## src/rtl/lsu_bus_bridge_pkg.sv

```systemverilog
// Shared encodings for the load/store-to-bus bridge: FSM states, store size codes,
// full byte-enable constant and the misaligned-store predicate.
package lsu_bus_bridge_pkg;

    typedef enum logic [1:0] {
        ST_IDLE = 2'd0,
        ST_REQ  = 2'd1,
        ST_RSP  = 2'd2,
        ST_DONE = 2'd3
    } state_e;

    localparam logic [1:0] SZ_B    = 2'b00;
    localparam logic [1:0] SZ_H    = 2'b01;
    localparam logic [1:0] SZ_W    = 2'b10;
    localparam logic [3:0] BE_FULL = 4'hF;

    // Halfwords need bit 0 clear, words need both low bits clear; bytes never fault.
    function automatic logic misaligned(input logic [1:0] wsize, input logic [1:0] addr_lo);
        logic res;
        res = 1'b0;
        case (wsize)
            SZ_B:    res = 1'b0;
            SZ_H:    res = addr_lo[0];
            SZ_W:    res = (addr_lo != 2'b00);
            default: res = 1'b0;
        endcase
        return res;
    endfunction

endpackage

```

## src/rtl/lsu_watchdog.sv

```systemverilog
// Cycle counter for an outstanding bus access; tc_c marks the cycle in which the
// TIMEOUT-th enabled cycle completes. TIMEOUT = 0 removes the counter entirely.
module lsu_watchdog #(
    parameter int unsigned TIMEOUT = 255
) (
    input  logic clk,
    input  logic rst_n,
    input  logic en,
    input  logic clr,
    output logic tc_c
);

    if (TIMEOUT == 0) begin : g_off
        logic unused_wd;
        assign unused_wd = clk ^ rst_n ^ en ^ clr;
        assign tc_c      = 1'b0;
    end else begin : g_on
        localparam int unsigned CW = $clog2(TIMEOUT + 1);

        logic [CW-1:0] cnt;

        always_ff @(posedge clk or negedge rst_n) begin
            if (!rst_n) begin
                cnt <= '0;
            end else if (clr) begin
                cnt <= '0;
            end else if (en) begin
                cnt <= cnt + CW'(1);
            end
        end

        assign tc_c = en && (cnt == CW'(TIMEOUT - 1));
    end

endmodule

```

## src/rtl/lsu_bus_bridge.sv

```systemverilog
// Latches one core load/store at a time, runs it on the req/gnt + rvalid data bus and
// returns a single-cycle ack, with error reporting for misaligned stores, bus errors and timeouts.
module lsu_bus_bridge
    import lsu_bus_bridge_pkg::*;
#(
    parameter int unsigned AW      = 32,
    parameter int unsigned DW      = 32,
    parameter int unsigned TIMEOUT = 255
) (
    input  logic          clk,
    input  logic          rst_n,
    input  logic          core_sel_i,
    input  logic          core_wen_i,
    input  logic [AW-1:0] core_addr_i,
    input  logic [DW-1:0] core_wdata_i,
    input  logic [3:0]    core_wmask_i,
    input  logic [1:0]    core_wsize_i,
    output logic [DW-1:0] core_rdata_o,
    output logic          core_ack_o,
    output logic          core_err_o,
    output logic          bus_req_o,
    output logic          bus_we_o,
    output logic [AW-1:0] bus_addr_o,
    output logic [DW-1:0] bus_wdata_o,
    output logic [3:0]    bus_be_o,
    input  logic          bus_gnt_i,
    input  logic          bus_rvalid_i,
    input  logic [DW-1:0] bus_rdata_i,
    input  logic          bus_err_i
);

    state_e state;
    logic   wd_en_c;
    logic   wd_clr_c;
    logic   wd_tc_c;
    logic   rsp_fire_c;

    assign wd_en_c  = (state == ST_REQ) || (state == ST_RSP);
    assign wd_clr_c = (state == ST_IDLE);

    // A response counts in RSP, or in REQ only together with its grant.
    assign rsp_fire_c = bus_rvalid_i && (((state == ST_REQ) && bus_gnt_i) || (state == ST_RSP));

    lsu_watchdog #(
        .TIMEOUT (TIMEOUT)
    ) u_watchdog (
        .clk   (clk),
        .rst_n (rst_n),
        .en    (wd_en_c),
        .clr   (wd_clr_c),
        .tc_c  (wd_tc_c)
    );

    always_ff @(posedge clk or negedge rst_n) begin
        if (!rst_n) begin
            state        <= ST_IDLE;
            core_rdata_o <= '0;
            core_ack_o   <= 1'b0;
            core_err_o   <= 1'b0;
            bus_req_o    <= 1'b0;
            bus_we_o     <= 1'b0;
            bus_addr_o   <= '0;
            bus_wdata_o  <= '0;
            bus_be_o     <= '0;
        end else begin
            core_ack_o <= 1'b0;
            core_err_o <= 1'b0;

            if (rsp_fire_c) begin
                core_ack_o   <= 1'b1;
                core_err_o   <= bus_err_i;
                core_rdata_o <= bus_we_o ? '0 : bus_rdata_i;
                bus_req_o    <= 1'b0;
                state        <= ST_DONE;
            end else if (wd_tc_c) begin
                core_ack_o   <= 1'b1;
                core_err_o   <= 1'b1;
                core_rdata_o <= '0;
                bus_req_o    <= 1'b0;
                state        <= ST_DONE;
            end else begin
                case (state)
                    ST_IDLE: begin
                        if (core_sel_i) begin
                            if (core_wen_i && misaligned(core_wsize_i, core_addr_i[1:0])) begin
                                core_ack_o   <= 1'b1;
                                core_err_o   <= 1'b1;
                                core_rdata_o <= '0;
                                state        <= ST_DONE;
                            end else begin
                                bus_req_o   <= 1'b1;
                                bus_we_o    <= core_wen_i;
                                bus_addr_o  <= {core_addr_i[AW-1:2], 2'b00};
                                bus_wdata_o <= core_wdata_i;
                                bus_be_o    <= core_wen_i ? core_wmask_i : BE_FULL;
                                state       <= ST_REQ;
                            end
                        end
                    end
                    ST_REQ: begin
                        if (bus_gnt_i) begin
                            bus_req_o <= 1'b0;
                            state     <= ST_RSP;
                        end
                    end
                    ST_RSP: begin
                        state <= ST_RSP;
                    end
                    // The acked request may still be on the core port here, so it is ignored.
                    ST_DONE: begin
                        state <= ST_IDLE;
                    end
                    default: begin
                        state <= ST_IDLE;
                    end
                endcase
            end
        end
    end

endmodule

```

## config.mk

```make
export PLATFORM = sky130hd
export DESIGN_NAME = lsu_bus_bridge
export DESIGN_NICKNAME = d
export VERILOG_FILES = /design/src/rtl/lsu_bus_bridge_pkg.sv /design/src/rtl/lsu_watchdog.sv /design/src/rtl/lsu_bus_bridge.sv
export SDC_FILE = /design/constraint.sdc
export NUM_CORES = 1
export LEC_CHECK = 0
export CAP_MARGIN = 20
export CORE_MARGIN = 5
export CORE_UTILIZATION = 46
export CTS_BUF_LIST = sky130_fd_sc_hd__clkbuf_8
export DETAILED_ROUTE_END_ITERATION = 8
export GPL_TIMING_DRIVEN = 0
export PLACE_DENSITY_LB_ADDON = 0.12
export SETUP_SLACK_MARGIN = 0.1
export SYNTH_ARGS = -nofsm -noshare
export SYNTH_HDL_FRONTEND = slang
export SYNTH_SLANG_ARGS = --single-unit
```

## constraint.sdc

```tcl
create_clock -name clk -period 3.3 [get_ports clk]
set_input_delay 0.33 -clock clk [delete_from_list [all_inputs] [get_ports clk]]
set_output_delay 0.33 -clock clk [all_outputs]
set_load 0.01 [all_outputs]
```

# Word level (Yosys, flattened, before mapping)
# Cells that the tools add are included.
# totals
in_bits	109
output_inout_bits	104
register_bits	112
elab_cells	72
# op_classes
mux	32
n_reduce_logical	17
bitwise	3
n_addsub	1
n_eq_ne	9
# ops
operator	count
32-bit 2-to-1 mux	6
8-bit 2-to-1 mux	2
1-bit 2-to-1 mux	15
2-bit 2-to-1 mux	5
3-bit nonzero test	3
8-bit by 1-bit adder with 8-bit output (second input constant)	1
8-bit equality test (second input constant)	1
4-bit != test (second input constant)	2
2-bit case mux with 4 select lines	1
2-bit equality test (second input constant)	3
5-bit AND reduction	1
2-bit by 1-bit equality test with 1-bit output (second input constant)	2
1-bit logical AND	4
4-bit 2-to-1 mux	1
4-bit by 3-bit != test with 1-bit output (second input constant)	1
1-bit case mux with 2 select lines	2
4-bit AND reduction	1
2-bit nonzero test	2
4-bit nonzero test	1
1-bit inverter	3
3-bit AND reduction	1
2-bit logical NOT	1
1-bit logical OR	2
2-bit AND reduction	1

# Longest topological paths before layout
# Gate-level depths: netlist (run 1).
# depth
word_depth	12
mapped_depth	9

# By module
# A second synthesis (run 1) with hierarchy kept.
# hier_totals
hier_cells	305
area_unflattened_um2	4568.1
# modules_own_cells
mod	seq_area_each_um2	area_each_um2	cells_per_inst	n_inst
lsu_bus_bridge	2602.5	4156.5	264	1
lsu_watchdog	200.2	411.6	41	1

# Least setup slack after synthesis (run 1)
# No wires, ideal clock.
# synth_timing
path_type	reg-to-reg
startpoint	register state[0]
endpoint	register bus_addr_o[10]
t_required_ps	3175
path_slack_ps	1216
setup_ps	125
stages_incl_launch_ff	10
period_less_slack_ps	2084
n_path_buf	3
arrival_time_ps	1958
path_cell_list	dfrtp_1 -> inv_1 -> ha_1 -> nand4_1 -> a2bb2oi_1 -> and3b_1 -> clkbuf_2 -> buf_6 -> buf_12 -> mux2_4
# synth_between
elab_chain_len	6
word_cells_on_any_way	11
classes_between	eq/ne (2); bitwise (2); reduce/logical (7)
# synth_rtl
item	line_no	text
start, declared	lsu_bus_bridge.sv:32	state_e state;
start signal, assigned	lsu_bus_bridge.sv:56	state <= ST_IDLE;
start signal, assigned	lsu_bus_bridge.sv:74	state <= ST_DONE;
start signal, assigned	lsu_bus_bridge.sv:80	state <= ST_DONE;
2-bit by 1-bit equality test with 1-bit output	lsu_bus_bridge.sv:38, lsu_bus_bridge.sv:42	
1-bit logical AND	lsu_bus_bridge.sv:42	assign rsp_fire_c = bus_rvalid_i && (((state == ST_REQ) && bus_gnt_i) || (state == ST_RSP));
1-bit logical OR	lsu_bus_bridge.sv:42	
1-bit logical AND	lsu_bus_bridge.sv:42	
1-bit inverter (no line)	--	
5-bit AND reduction (no line) (*)	--	
end signal, assigned	lsu_bus_bridge.sv:93	bus_addr_o <= {core_addr_i[AW-1:2], 2'b00};
end, declared	lsu_bus_bridge.sv:23	output logic [AW-1:0] bus_addr_o,
# Every way passes the cells marked *; elsewhere a longest branch is shown, timed or not.
# A chain may end at the register's enable or synchronous reset.

# Worst setup path in the final report (run 1)
# layout_timing
startpoint	register state[0]
endpoint	register bus_wdata_o[4]
# layout_between
elab_chain_len	6
word_cells_on_any_way	11
classes_between	eq/ne (2); bitwise (2); reduce/logical (7)
# layout_rtl
item	line_no	text
2-bit by 1-bit equality test with 1-bit output	lsu_bus_bridge.sv:38, lsu_bus_bridge.sv:42	
1-bit logical AND	lsu_bus_bridge.sv:42	
1-bit logical OR	lsu_bus_bridge.sv:42	
1-bit logical AND	lsu_bus_bridge.sv:42	
1-bit inverter (no line)	--	
5-bit AND reduction (no line) (*)	--	
end signal, assigned	lsu_bus_bridge.sv:94	bus_wdata_o <= core_wdata_i;
end, declared	lsu_bus_bridge.sv:24	output logic [DW-1:0] bus_wdata_o,
# Marked as above.

==> results of run 1 <==
==> Yosys cell counts <==
master,number
dfrtp_1,112
and2_1,2
a21o_1,1
mux2i_1,1
clkbuf_1,4
a2bb2oi_1,1
buf_2,6
nor3_1,1
mux2_2,38
nand3_1,2
buf_6,1
nor4b_4,1
nand4b_1,1
clkbuf_2,1
nand2_1,6
conb_1,1
inv_1,10
a21oi_1,5
a22o_1,32
nor2_1,9
buf_4,2
buf_12,3
o31a_1,1
o31ai_1,1
and3_1,1
nor2b_1,1
xor2_1,1
nand2b_1,4
a211oi_1,1
or3_1,2
ha_1,9
and3b_1,1
a21boi_2,1
o22ai_1,1
a311oi_1,1
o21ai_0,10
nand4_1,2
mux2_4,30
==> cell usage in the layout, fill, tap and decap left out, drive strengths merged, types with 3 or more instances in the layout <==
cell and count:
clkdlybuf4s50 209, dfrtp 112, mux2 68, a22o 32, clkbuf 15, buf 14, inv 12, o21ai 10
nor2 9, ha 9, nand2 6, a21oi 5, nand2b 4, clkinv 3
==> power groups by stage <==
| stage | logic, mW | clock network [mW] | registers [mW] |
|---|---|---|---|
| global placement | 3.14 | 0 | 2.39 |
| CTS | 3.22 | 0.884 | 2.39 |
| finish | 3.17 | 0.857 | 2.39 |
| floorplan | 1.20 | 0 | 2.68 |
| global route | 3.39 | 0.937 | 2.48 |
| detailed placement | 3.20 | 0 | 2.42 |
==> flip-flops by register name (all words and copies together), names as in the netlist <==
name,cells
u_watchdog.g_on.cnt,8
bus_be_o,4
core_ack_o,1
bus_req_o,1
state,2
core_err_o,1
bus_addr_o,30
bus_we_o,1
bus_wdata_o,32
core_rdata_o,32
==> critical path: stages (launching register included) <==
cell	delay (ps)
dfrtp_1	420
inv_1	100
ha_1	330
nand4_1	110
a2bb2oi_1	360
and3b_1	230
clkbuf_2	150
buf_6	180
buf_12	160
mux2_4	310
==> logic make-up after synthesis <==
family                     after synthesis
xor gates and xnor gates                 1
DFF                                    112
adders and majority gates                9
and+or+nand+nor                         33
buffers and inverters                   27
AOI/OAI and AO/OA                       55
muxes                                   69
other                                    1
==> metal layers <==
metal,share of wire,GRT usage,up-vias
met5,0,0,-
met4,0.018,0.0579,0
met3,0.092,0.0623,16
met2,0.50,0.337,123
met1,0.39,0.233,1610
li1,-,-,1543
==> stage by stage <==
step                std cells  hold WS [ps]  utilization
finish                    669           514        0.728
global placement          651           482        0.703
floorplan                 308          34.4            -
CTS                       669           510        0.728
global route              669           526        0.728
detailed placement        652           391        0.706
==> final cells by class <==
class | instances | area, um^2 | area share
Clock inverter | 6 | 76.3 | 0.0107
Buffer | 17 | 136 | 0.0192
Multi-Input combinational cell | 169 | 1630 | 0.228
Clock buffer | 10 | 138 | 0.0193
Sequential cell | 112 | 2800 | 0.394
Inverter | 10 | 37.5 | 0.00527
Timing Repair Buffer | 212 | 2140 | 0.300
Tap cell | 133 | 166 | 0.0234
==> repair_timing <==
action                                 in CTS  in global routing
setup endpoints to repair                   0                  0
hold buffers                                1                  0
resized for setup                           0                  0
endpoints found under the hold margin      45                  0
==> how the worst max path moves through the flow <==
stage | start | endpoint | slack [ps] | cells after the start
after floorplan | state[0] | bus_addr_o[10] | 1220 | 9
after global placement | rst_n | bus_be_o[2] | -2330 | 1
after detailed placement | core_wsize_i[0] | bus_wdata_o[4] | 570 | 9
after global routing | state[0] | bus_addr_o[5] | 650 | 8
after CTS | state[0] | bus_wdata_o[4] | 810 | 9
final | state[0] | bus_wdata_o[4] | 850 | 9
==> results by group, run 1 <==
STA
  – Worst Max-Slew Pin Slew: 624 ps
  – # setup viols final: 0
  – Setup TNS: 0 ps
  – Worst relative slew slack: 0.584
  – Tcrit/Tclk final: 0.744
  – Fmax: about 0.41 GHz
  – Endpoints failing hold: 0
  – Final worst setup slack: 846 ps
  – Min Tclk post-route: about 2500 ps
  – RSZ-0062 raised after global routing: false
  – Fin. max-slew vios: 0
  – Setup Skew: roughly 17 ps

Routing
  – Initial drt markers: roughly 130
  – Vias per cell: about 4.9
  – Routed Antenna Nets: 0
  – Wirelength per Cell: ~18 um
  – Final WL: between 10 and 15 mm
  – TritonRoute pass-1 iters: 5
  – Via count: approximately 3300
  – Drt drc: 0

Pwr
  – Sw frac: 0.315
  – Switch Pwr: about 2.0 mW
  – Combinational power share: 0.494
  – Pint: 4.39 mW
  – Seq pwr share: 0.372
  – Total power: around 6.4 mW
  – Pwr per Cell Area: approximately 900 nW/um^2
  – Clock network power share: 0.134
  – Worst IR drop on VDD: 0.000452 V
  – Leak: between 3 and 4 nW

Critical path
  – Critical Path AT: 2700 ps
  – Crit end category: register
  – Crit path launch type: register
  – FF-to-FF setup slack: 850 ps
  – Worst Reg-to-Reg Cells: 9
  – RR Startpoint: state[0]
  – Worst path required time: 3550 ps
  – WS Path Type: reg2reg
  – R2R Path End: bus_wdata_o[4]
  – Worst Path Max Fanout: 10

Layout
  – Nets: 649
  – Fraction of layout instances using a drive strength above 1: 0.188
  – Area Overhead vs Synth: 54.8%
  – Finished Cell Area: between 7000 and 8000 um^2
  – # fillers: 682
  – Antenna Cells: 0

Logic synthesis
  – Largest cells by area after synthesis: dfrtp_1 61%, mux2_4 9.8%, mux2_2 9.3%, a22o_1 6.1%, ha_1 2.4%
  – Yosys top cell area share: 0.609
  – Syn Area/Cell: between 10 and 15 um^2
  – Multiplexer share of the synthesized area: 0.193
  – Synth cell types: 38
  – Adder-Cell Fraction of Synth Area: 0.0245
  – Ys Warns: 0
  – Largest family of logic cells by synthesized area: multiplexers
  – Xor and xnor area share after synthesis: 0.00190
  – Seq/Total Area, Yosys: 0.609
  – Post-Synthesis Cells: 307
  – Mapped cell area: ~4600 um^2
  – Largest area contributor in the netlist: dfrtp_1
  – Post-Synth Simple-Gate Area: 0.0408
  – FF+latch count, synth: roughly 110
  – Post-synthesis compound-gate area fraction: 0.0917

CTS
  – Clk_lat worst skew: about 370 ps
  – H-tree levels: 3
  – # Post-CTS Setup Buffers: 0
  – Clock buffer depth: 2
  – Worst-path clk slew: 100 ps
  – Clock sink count: ~110
  – TritonCTS clock tree: done
  – Clock root buffer master: clkbuf_8
  – TritonCTS Buffers: 9

Floorplanning
  – I/O pin count: roughly 210
  – Row cnt: 36
  – Core area: between 9000 and 10000 um^2
  – Die ar.: 12100 um^2
  – Initial Utilization: 0.471
  – Die Ht: between 100 and 150 um
  – Die W: 110 um

Min path
  – Hold Crit Depth: 1
  – Class of the worst hold path: reg2reg
  – Hold_sp: bus_wdata_o[19]
  – Worst hold path endpoint: bus_wdata_o[19]

GRT
  – GRT Resource Usage Total: 0.195
  – Total grt overflow: 0
  – Initial antenna violation count: 0
  – Largest net degree at the start of global routing: 66
  – Global-route wire length before repair: 18.0 mm
  – Vias in the first global route: approximately 3500

Placement
  – Detailed Place HPWL: 9.35 mm
  – Place WS: about 570 ps
  – Routability congestion estimate: around 0.75
  – DP Area: 6900 um^2
  – IO Port Bufs: 210

Status
  – Status: finished clean

Run
  – Max-capacitance violation count: 0
Note: power is estimated with default switching activity, not from simulation.
==> run 2: changes to the inputs <==
--- a/config.mk
+++ b/config.mk
@@ -7,7 +7,7 @@
 export LEC_CHECK = 0
 export CAP_MARGIN = 20
 export CORE_MARGIN = 5
-export CORE_UTILIZATION = 46
+export CORE_UTILIZATION = 39
 export CTS_BUF_LIST = sky130_fd_sc_hd__clkbuf_8
 export DETAILED_ROUTE_END_ITERATION = 8
 export GPL_TIMING_DRIVEN = 0
==> constraint.sdc (replaced) <==
create_clock -name clk -period 2 [get_ports clk]
set_input_delay 0.2 -clock clk [delete_from_list [all_inputs] [get_ports clk]]
set_output_delay 0.2 -clock clk [all_outputs]
set_load 0.01 [all_outputs]
==> run 2 against run 1 <==
Effect of this change: the run now ends with setup timing left; first-iteration DRC count increased by 20%; global-route usage shrank 2.0 points; sequential power is 66% higher; non-clock buffer count up 6; cell count up 2.4%; utilization fell by 9.1 points; die area grew 16%; combinational power increased by 71%; wire length grew 3.0%; worst hold slack lost 110 ps; critical path type unchanged; largest power group unchanged; highest routed layer unchanged.
==> results by group, run 2 (synthesis gave the netlist of run 1 again) <==
Status
  – Status: finished, violations left
  – Failing checks: setup timing

CTS
  – H-tree levels: 3
  – Clk_lat worst skew: between 300 and 400 ps
  – Worst-path clk slew: ~100 ps
  – Clock sink count: ~110
  – TritonCTS clock tree: done
  – TritonCTS Buffers: 9
  – Clock root buffer master: clkbuf_8
  – Clock buffer depth: 2

STA
  – Worst Max-Slew Pin Slew: ~840 ps
  – Tcrit/Tclk final: 1.07
  – Worst relative slew slack: 0.437
  – Fin. max-slew vios: 0
  – # setup viols final: 84
  – Hold Slack: ~410 ps
  – Setup TNS: -7360 ps
  – Fmax: roughly 0.47 GHz
  – Final worst setup slack: -148 ps
  – RSZ-0062 raised after global routing: true
  – Endpoints failing hold: 0
  – Setup Skew: slightly below 10 ps
  – Min Tclk post-route: between 2000 and 2500 ps

Routing
  – Via count: ~3400
  – TritonRoute pass-1 iters: 4
  – Wirelength per Cell: 18.1 um
  – Vias per cell: ~5
  – Routed Antenna Nets: 0
  – Drt drc: 0
  – Initial drt markers: roughly 150
  – Final WL: around 12 mm

Pwr
  – Total power: 10.9 mW
  – Worst IR drop on VDD: between 0.0008 and 0.0009 V
  – Pwr per Cell Area: about 1500 nW/um^2
  – Leak: about 3.2 nW

Critical path
  – WS Path Type: reg2reg
  – RR Startpoint: state[0]
  – Worst Path Max Fanout: 5
  – Worst Reg-to-Reg Cells: 9
  – R2R Path End: bus_addr_o[10]
  – Critical Path AT: 2410 ps
  – Worst path required time: ~2300 ps
  – Crit end category: register
  – Crit path launch type: register
  – FF-to-FF setup slack: -150 ps

GRT
  – Largest net degree at the start of global routing: 66
  – Total grt overflow: 0
  – GRT Resource Usage Total: 0.176
  – Initial antenna violation count: 0
  – Vias in the first global route: around 3700
  – Global-route wire length before repair: approximately 20 mm

Min path
  – Hold_sp: bus_rdata_i[19]
  – Class of the worst hold path: in2reg
  – Worst hold path endpoint: core_rdata_o[19]
  – Hold Crit Depth: 2

Placement
  – Detailed Place HPWL: between 9 and 10 mm
  – IO Port Bufs: 210
  – Routability congestion estimate: 0.750

Layout
  – Antenna Cells: 0
  – Area Overhead vs Synth: 59.1%
  – Fraction of layout instances using a drive strength above 1: 0.218
  – Final Core Density: 0.638
  – Most common cell after layout, fill and taps aside: clkdlybuf4s50_1
  – Nets: between 600 and 700
  – Largest registers: bus_wdata_o (32), core_rdata_o (32), bus_addr_o (30)
  – Commonest cells after routing, fill and taps aside: 209 x clkdlybuf4s50_1, 112 x dfrtp_1, 38 x mux2_2, 32 x a22o_1, 30 x mux2_4

Floorplanning
  – Die W: ~120 um
  – Die ar.: 14100 um^2
  – Core area: around 11000 um^2
  – Row cnt: 39
  – Die Ht: between 100 and 150 um
  – I/O pin count: 213
  – Initial Utilization: 0.401

Run
  – Max-capacitance violation count: 0
run 2: cell types whose count changed in the layout (fill, tap and decap cells not counted), moves of 3 or more:
| cell | before | now |
|---|---|---|
| buf_2 | 6 | 2 |
| buf_4 | 3 | 11 |
| clkbuf_1 | 4 | 1 |
| clkinv_4 | 3 | 0 |
| ha_1 | 9 | 5 |
run 2: where the power goes:
| part | total, mW | internal (mW) | switching [mW] | leakage [nW] |
|---|---|---|---|---|
| Combinational | 5.43 | 3.42 | 2.01 | 1.67 |
| Clock | 1.49 | 0.733 | 0.755 | 0.110 |
| Sequential | 3.96 | 3.35 | 0.613 | 1.38 |
run 2: repair_timing:
item,in CTS,in global routing
resized for setup,13,3
setup buffers,5,0
hold buffers,1,0
hold endpoints to repair,64,0
setup endpoints to repair,97,102
pin swaps,1,0
cloned,0,2
run 2: worst max-delay path, cell delays in order (launching register included):
cell and delay, ps:
dfrtp_1 440, inv_2 100, ha_4 270, nand4_1 120, a2bb2oi_4 170, and3b_1 200
buf_8 140, buf_12 140, clkbuf_16 150, mux2_4 300
run 2: worst max path at each step:
stage | endpoint | from | slack, ps | depth (start not counted)
floorplan | bus_addr_o[10] | state[1] | 60 | 9
global placement | core_rdata_o[14] | rst_n | -3570 | 1
detailed placement | bus_wdata_o[0] | core_wsize_i[0] | -630 | 9
CTS | bus_addr_o[15] | state[0] | -150 | 9
global route | bus_addr_o[10] | state[0] | -210 | 9
finish | bus_addr_o[10] | state[0] | -150 | 9
run 2: cell type report:
class | count | area (um^2)
sequential | 112 | 2800
clock buffer | 10 | 138
clock inverter | 6 | 83.8
buffer | 16 | 171
fill | 891 | 4150
tap | 143 | 179
multi-input combinational | 169 | 1680
inverter | 10 | 37.5
timing repair buffer | 219 | 2220
run 2: per-layer routing:
layer  up-vias  GRT usage  part of all wire
met5         -          0                 0
met4         0     0.0631             0.022
met3        17     0.0616             0.077
met2       143      0.283              0.47
met1      1650      0.219              0.43
li1       1549          -                 -
run 2: metrics by stage:
stage,worst slack (ps),cell area (um^2),instances
2_1_floorplan,55.9,4630,308
4_1_cts,-148,7260,684
6_report,-148,7320,685
5_1_grt,-212,7320,685
3_3_place_gp,-3570,6910,661
3_5_place_dp,-626,6940,662
==> run 3: changes to the inputs <==
--- a/config.mk
+++ b/config.mk
@@ -16,3 +16,4 @@
 export SYNTH_ARGS = -nofsm -noshare
 export SYNTH_HDL_FRONTEND = slang
 export SYNTH_SLANG_ARGS = --single-unit
+export TNS_END_PERCENT = 20
==> run 3 against run 2 <==
Effect of this change: critical endpoint is now bus_addr_o[15]; sequential share of layout area fell by 0.052 points; final area up 0.14%; register-to-register slack about the same; via count is 0.83% higher; non-clock buffer count up 2; largest power group unchanged; utilization grew 0.087 points; wire length down 0.14%; count of clock-buffer cells in the layout unchanged; the run still ends with setup timing left; clock power is essentially flat; die area is the same.
==> results by group, run 3 (synthesis gave the netlist of run 1 again) <==
Status
  – Status: finished, violations left
  – Failing checks: setup timing

Floorplanning
  – Die Ht: between 100 and 150 um
  – Row cnt: 39
  – Initial Utilization: 0.401
  – Die ar.: 14100 um^2
  – I/O pin count: 213
  – Core area: about 11000 um^2
  – Die W: approximately 120 um

CTS
  – Worst-path clk slew: 100 ps
  – Clock sink count: ~110
  – TritonCTS Buffers: 9
  – Clock buffer depth: 2
  – TritonCTS clock tree: done
  – Clk_lat worst skew: ~380 ps
  – Clock root buffer master: clkbuf_8
  – H-tree levels: 3

Layout
  – Antenna Cells: 0
  – Most common cell after layout, fill and taps aside: clkdlybuf4s50_1
  – Area Overhead vs Synth: 59.3%
  – Cell Count, Final, Fillers Out: 687
  – Fraction of layout instances using a drive strength above 1: 0.219
  – Nets: 657
  – Final Core Density: 0.639
  – Commonest cells after routing, fill and taps aside: 209 x clkdlybuf4s50_1, 112 x dfrtp_1, 38 x mux2_2, 32 x a22o_1, 30 x mux2_4
  – Largest registers: bus_wdata_o (32), core_rdata_o (32), bus_addr_o (30)

STA
  – Worst Max-Slew Pin Slew: roughly 840 ps
  – Min Tclk post-route: approximately 2100 ps
  – RSZ-0062 raised after global routing: true
  – Endpoints failing hold: 0
  – Worst relative slew slack: 0.437
  – Fin. max-slew vios: 0
  – Final worst setup slack: -146 ps
  – # setup viols final: slightly above 80
  – Tcrit/Tclk final: 1.07
  – Fmax: between 0.4 and 0.5 GHz
  – Setup TNS: -7340 ps
  – Setup Skew: between 9 and 10 ps

Routing
  – Routed Antenna Nets: 0
  – Via count: between 3000 and 4000
  – TritonRoute pass-1 iters: 6
  – Wirelength per Cell: around 18 um
  – Final WL: ~12 mm
  – Initial drt markers: 132
  – Vias per cell: 4.93
  – Drt drc: 0

Min path
  – Class of the worst hold path: in2reg

Placement
  – # placed instances: between 600 and 700
  – Place WS: -626 ps
  – Routability congestion estimate: 0.750
  – Detailed Place HPWL: roughly 9.4 mm
  – IO Port Bufs: 210

GRT
  – Vias in the first global route: 3720
  – Total grt overflow: 0
  – Initial antenna violation count: 0
  – Largest net degree at the start of global routing: 66
  – GRT Resource Usage Total: 0.175
  – Global-route wire length before repair: 19.7 mm

Critical path
  – WS Path Type: reg2reg
  – Crit path launch type: register
  – Critical Path AT: around 2400 ps
  – Worst path required time: between 2000 and 2500 ps
  – Worst Path Max Fanout: 10
  – Crit end category: register

Pwr
  – Leak: 3.16 nW
  – Total power: 10.9 mW
  – Worst IR drop on VDD: 0.000873 V
  – Pwr per Cell Area: around 1500 nW/um^2

Run
  – Max-capacitance violation count: 0
-- run 3: final timing paths --
| check | startpoint | end | slack, ps | cells past startpoint |
|---|---|---|---|---|
| worst min register to register | u_watchdog.g_on.cnt[6] | u_watchdog.g_on.cnt[6] | 500 | 1 |
| worst min-delay path | bus_rdata_i[19] | core_rdata_o[19] | 410 | 2 |
| max in group asynchronous | rst_n | u_watchdog.g_on.cnt[1] | 820 | 3 |
| worst max-delay path | state[0] | bus_addr_o[15] | -150 | 9 |
| worst max register to register | state[0] | bus_addr_o[15] | -150 | 9 |
| min in group asynchronous | rst_n | bus_wdata_o[24] | 460 | 2 |
-- run 3: routing by layer --
| layer | up-vias | GRT usage | share of wire |
|---|---|---|---|
| li1 | 1555 | - | - |
| met1 | 1660 | 0.220 | 0.43 |
| met2 | 156 | 0.282 | 0.47 |
| met3 | 16 | 0.0611 | 0.079 |
| met4 | 0 | 0.0631 | 0.022 |
| met5 | - | 0 | 0 |
-- run 3: layout make-up --
class | instances | area, um^2
Timing Repair Buffer | 220 | 2230
Tap cell | 143 | 179
Multi-Input combinational cell | 169 | 1680
Inverter | 10 | 37.5
Clock buffer | 10 | 138
Clock inverter | 6 | 83.8
Buffer | 17 | 176
Fill cell | 893 | 4140
Sequential cell | 112 | 2800
-- run 3: where the power goes --
| group | total, mW | internal (mW) | switching (mW) |
|---|---|---|---|
| registers | 3.96 | 3.35 | 0.613 |
| logic | 5.44 | 3.43 | 2.01 |
| clock network | 1.49 | 0.733 | 0.753 |
| total | 10.9 | 7.51 | 3.38 |
-- run 3: worst max-delay path, cell delays in order, from the launching register on --
cell       delay [ps]
dfrtp_1           440
inv_2             100
ha_4              270
nand4_1           120
a2bb2oi_4         170
and3b_1           200
buf_8             140
buf_12            140
buf_12            140
mux2_4            300
-- run 3: timing repair --
item	in CTS	in global routing
resized for setup	13	4
endpoints found under the setup margin	97	102
endpoints found under the hold margin	64	0
pin swaps	1	0
hold buffers	1	0
setup buffers	3	3
gates cloned	0	2
-- run 3: metrics by stage --
stage                     area (um^2)  hold slack [ps]
after floorplan                  4630            -95.6
after global placement           6910              485
after detailed placement         6940              362
after CTS                        7250              392
after global routing             7330              397
final                            7330              410
==> RTL edit 1 (flow settings as in run 3) <==
The 4 states of `state_e` get a one-hot encoding in 4 bits.
--- a/src/rtl/lsu_bus_bridge_pkg.sv
+++ b/src/rtl/lsu_bus_bridge_pkg.sv
@@ -3,9 +3,9 @@
 package lsu_bus_bridge_pkg;
 
-    typedef enum logic [1:0] {
-        ST_IDLE = 2'd0,
-        ST_REQ  = 2'd1,
-        ST_RSP  = 2'd2,
-        ST_DONE = 2'd3
+    typedef enum logic [3:0] {
+        ST_IDLE = 4'b0001,
+        ST_REQ  = 4'b0010,
+        ST_RSP  = 4'b0100,
+        ST_DONE = 4'b1000
     } state_e;
 
Formal check against the unedited RTL: same outputs for any inputs over 4 cycles, from zero or initial values and one cycle with rst_n low; so few cycles prove little.
==> RTL edit 1 against run 3 <==
  * Combinational power down 16%
  * Area after synthesis shrank 2.0%
  * Count of clock-buffer cells in the layout grew 14
  * Worst setup slack better by 190 ps
  * Cell area grew 1.1%
  * Sequential cell count grew 2
  * Hold slack worse by 93 ps
  * Global-route usage is 0.73 points lower
  * Largest cell class unchanged
  * Fmax increased by 9.9%
  * Sequential share of layout area grew 0.31 points
  * Wire length decreased by 8.6%
  * Via count is 1.0% lower
  * Total power is 6.3% lower
==> RTL edit 1: results (changes against run 3) <==
[status]
status=completed  ; was finished, violations left

[global_routing]
grt_pass1_vias=3707  ; was 3720
grt_start_max_net_pins=60  ; was 66
gr-usage-met1_pct=19.4  ; was 22.0%
use_met2_pct=26.7  ; was 28.2%
grt.total_usage_pct=16.8  ; was 17.5%
gr-usage-met3_pct=9.03  ; was 6.11%

[finish]
drive_gt1_share_pct=23.4  ; was 21.9%
clk_share_pct=4.93  ; was 3.02%
layout.nets=652  ; was 657
seq_cells=114  ; was 112
signal_buffers=231  ; was 237
nNonClkInverters=6  ; was 10
multi_input_area_um2=1620  ; was 1680 um^2
fill_cells=898  ; was 893
buffer_area_share_pct=31.9  ; was 32.9%

[placement]
placed_area_um2=6830  ; was 6940 um^2
dp_slack_ps=-542  ; was -626 ps

[setup_path]
rrSetupSlack_ps=50  ; was -150 ps
reg2reg_from=state[0]$_DFFE_PN1P_  ; was state[0]$_DFFE_PN0P_
r2r_cells=5  ; was 9
critPathCapture=core_rdata_o[1]$_DFFE_PN0P_  ; was bus_addr_o[15]$_DFFE_PN0P_
cp_slowest_cell=dfstp_2  ; was dfrtp_1

[detailed_routing]
drt_pass1_iterations=4  ; was 6
drt-met1-wl_um=4690  ; was 5280 um
wl_met3_um=1040  ; was 985 um
wl_met2_um=5440  ; was 5850 um
wl_per_cell_um=16.3  ; was 18.0 um

[clock_tree]
cts_max_level=4  ; was 3
cts_buffers=17  ; was 9
cts_resized=2  ; was 13
worstSkewPairLatency_ps=420  ; was 380 ps

[power_and_ir_drop]
clockPowerShare_pct=18.7  ; was 13.7%
powerDensity_nw_per_um2=1380  ; was 1490 nW/um^2
leakagePower_uw=0.00322  ; was 0.00316 uW
p_seq_uw=3710  ; was 3960 uW

[logic_synthesis]
ys_top_cells_by_count=dfrtp_1 (113), mux2_2 (48), a22o_1 (32), mux2_1 (19), nor2_1 (10)  ; was dfrtp_1 (112), mux2_2 (38), a22o_1 (32), mux2_4 (30)
synth.area.top_cells=dfrtp_1 (63%), mux2_2 (12%), a22o_1 (6.2%)  ; was dfrtp_1 (61%), mux2_4 (9.8%), mux2_2 (9.3%)
yosysSeqAreaShare_pct=63.3  ; was 60.9%

[worst_hold_path]
hp-class=primary input to async pin  ; was primary input to register

[timing]
fmax_ghz=0.512  ; was 0.466 GHz

==> RTL edit 1: cell types whose count changed in the layout (fill, tap and decap cells not counted), sizes merged, moves of 4 or more <==
cell	delta
a21oi	-4
clkbuf	+11
ha	-5
nand3	+4
o21ai	-6
xnor2	+4
==> RTL edit 1: cell families after synthesis <==
family	after synthesis	share of synthesized area [%]
DFF	114	63.3
buffers and inverters	21	2.78
xor gates and xnor gates	6	1.17
and+or+nand+nor	45	6.13
AOI/OAI and AO/OA	45	8.69
muxes	67	16.7
other	1	0.0832
adders and majority gates	4	1.11
==> RTL edit 1: through the flow <==
step | std cells | utilization (%) | hold WS, ps
final | 695 | 65.1 | 317
after global routing | 695 | 65.1 | 345
after CTS | 694 | 63.8 | 308
after detailed placement | 658 | 60.1 | 198
after global placement | 657 | 59.8 | 467
after floorplan | 304 | - | -95.6
==> RTL edit 2 (config.mk and constraints of run 3) <==
Made on the original files. The parameter `AW` goes from 32 to 16.
--- a/src/rtl/lsu_bus_bridge.sv
+++ b/src/rtl/lsu_bus_bridge.sv
@@ -4,5 +4,5 @@
     import lsu_bus_bridge_pkg::*;
 #(
-    parameter int unsigned AW      = 32,
+    parameter int unsigned AW      = 16,
     parameter int unsigned DW      = 32,
     parameter int unsigned TIMEOUT = 255
Interface: changed (resized bus_addr_o and core_addr_i); port bits go from 213 to 181. No check against the original RTL was run, so the function may have changed too.
==> RTL edit 2 against run 3 <==
  * The run still ends with setup timing left
  * Total power fell by 9.8%
  * Sequential share of layout area fell by 1.6 points
  * Worst setup slack improved by 140 ps
  * Clock skew fell by 1.8 ps
  * Hold slack got worse by 42 ps
  * Cell area fell by 11%
  * Fmax rose by 6.8%
  * Wire length fell by 14%
  * Area after synthesis fell by 10%
  * Sequential cell count fell by 16
  * Synthesized cell count fell by 11%
  * Critical endpoint is now bus_wdata_o[26]$_DFFE_PN0P_
==> RTL edit 2: results (changes against run 3) <==
[finish]
fin_cells=617  ; was 687
reg_top3=bus_wdata_o: 32 flops, core_rdata_o: 32 flops, bus_addr_o: 14 flops  ; was bus_wdata_o: 32 flops, core_rdata_o: 32 flops, bus_addr_o: 30 flops
drive_gt1_share_pct=22.9  ; was 21.9%
layout.nets=579  ; was 657

[timing]
worst_slew_pin_slew_ps=561  ; was 845 ps
finalSetupViolCount=23  ; was 83
fin_skew_ps=7.74  ; was 9.49 ps
fin_ws_ps=-8.96  ; was -146 ps

[detailed_routing]
drt_pass1_iterations=4  ; was 6
drt-met1-wl_um=4730  ; was 5280 um
wl_met3_um=720  ; was 985 um
vias=2933  ; was 3387
wl_per_cell_um=17.3  ; was 18.0 um
drt_iter0_drc=80  ; was 132

[logic_synthesis]
synth_adder_area_share_pct=2.73  ; was 2.45%
synth.area.top_cells=dfrtp_1 (58%), mux2_4 (18%), a22o_1 (6.8%)  ; was dfrtp_1 (61%), mux2_4 (9.8%), mux2_2 (9.3%)
synth_compound_area_share_pct=10.4  ; was 9.17%
yosysSeqAreaShare_pct=58.3  ; was 60.9%
synth_edf_count=0  ; unchanged
ys_top_cells_by_count=dfrtp_1 (96), mux2_4 (50), a22o_1 (32), inv_1 (10), o21ai_0 (10)  ; was dfrtp_1 (112), mux2_2 (38), a22o_1 (32), mux2_4 (30)

[placement]
dp_hpwl_um=7810  ; was 9420 um
gp_congestion=0.772  ; was 0.750
place_inst=589  ; was 662
numPortBuffers=178  ; was 210

[power_and_ir_drop]
ir_worst_vdd_v=0.000699  ; was 0.000873 V
leakagePower_uw=0.00288  ; was 0.00316 uW

[setup_path]
crit_path_max_incr_delay_ps=440  ; about the same
setup.worst_path.class=register to register  ; unchanged
worst_ep_arrival_time_ps=2260  ; was 2410 ps
r2r_cells=8  ; was 9
timing.rr.end=bus_wdata_o[26]$_DFFE_PN0P_  ; was bus_addr_o[15]$_DFFE_PN0P_

[status]
status=finished, violations left  ; unchanged
violations=setup timing  ; unchanged

[global_routing]
grt.total_usage_pct=16.7  ; was 17.5%
grt_first_pass_wirelength_um=16800  ; was 19700 um
grt_start_max_net_pins=57  ; was 66
grt_pass1_vias=3111  ; was 3720

[worst_hold_path]
hp-class=primary input to async pin  ; was primary input to register

## RTL edit 2: area by class of cell
cell class / count / area [um^2]
repair buffers: 192 / 1950
inverters: 10 / 37.5
multi-input cells: 153 / 1580
clock inverters: 5 / 81.3
fillers: 793 / 3770
well taps: 136 / 170
plain buffers: 15 / 195
flip-flops and latches: 96 / 2400
clock buffers: 10 / 138
## RTL edit 2: worst max path at each step
stage	endpoint	slack, ps
detailed placement	bus_addr_o[10]$_DFFE_PN0P_	-460
global route	bus_wdata_o[9]$_DFFE_PN0P_	-80
global placement	core_rdata_o[15]$_DFFE_PN0P_	-2920
finish	bus_wdata_o[26]$_DFFE_PN0P_	-9
CTS	bus_wdata_o[11]$_DFFE_PN0P_	3
floorplan	bus_addr_o[10]$_DFFE_PN0P_	110
## RTL edit 2: per-stage QoR
stage	instance area, um^2	setup TNS, ps
after floorplan	4130	0
after global placement	6080	-307760
after detailed placement	6100	-29960
after CTS	6430	0
after global routing	6560	-3380
final	6560	-105
## RTL edit 2: repair_timing
item                       4_1_cts  5_1_grt
resized for setup               10       30
pin swaps                        1       21
cloned                           1        1
hold endpoints to repair        40        0
setup buffers                    4        6
hold buffers                     1        0
setup endpoints to repair       83       86
## RTL edit 2: power by group
part / switching [uW] / internal, uW / total (uW)
sequential: 514 / 2860 / 3370
combinational: 1810 / 3230 / 5040
clock: 668 / 731 / 1400
total: 3000 / 6820 / 9810
## RTL edit 2: worst max-delay path: cells and delay by family (launching register included)
family,cells,cell delay (ps)
buffers and inverters,4,560
DFF,1,440
and+or+nand+nor,2,400
muxes,1,300
adders and majority gates,1,190
## RTL edit 2: routing by layer
layer	up-vias	global-route usage, %
li1	1385	-
met1	1427	21.7
met2	105	26.6
met3	16	4.55
met4	0	6.57
met5	-	0
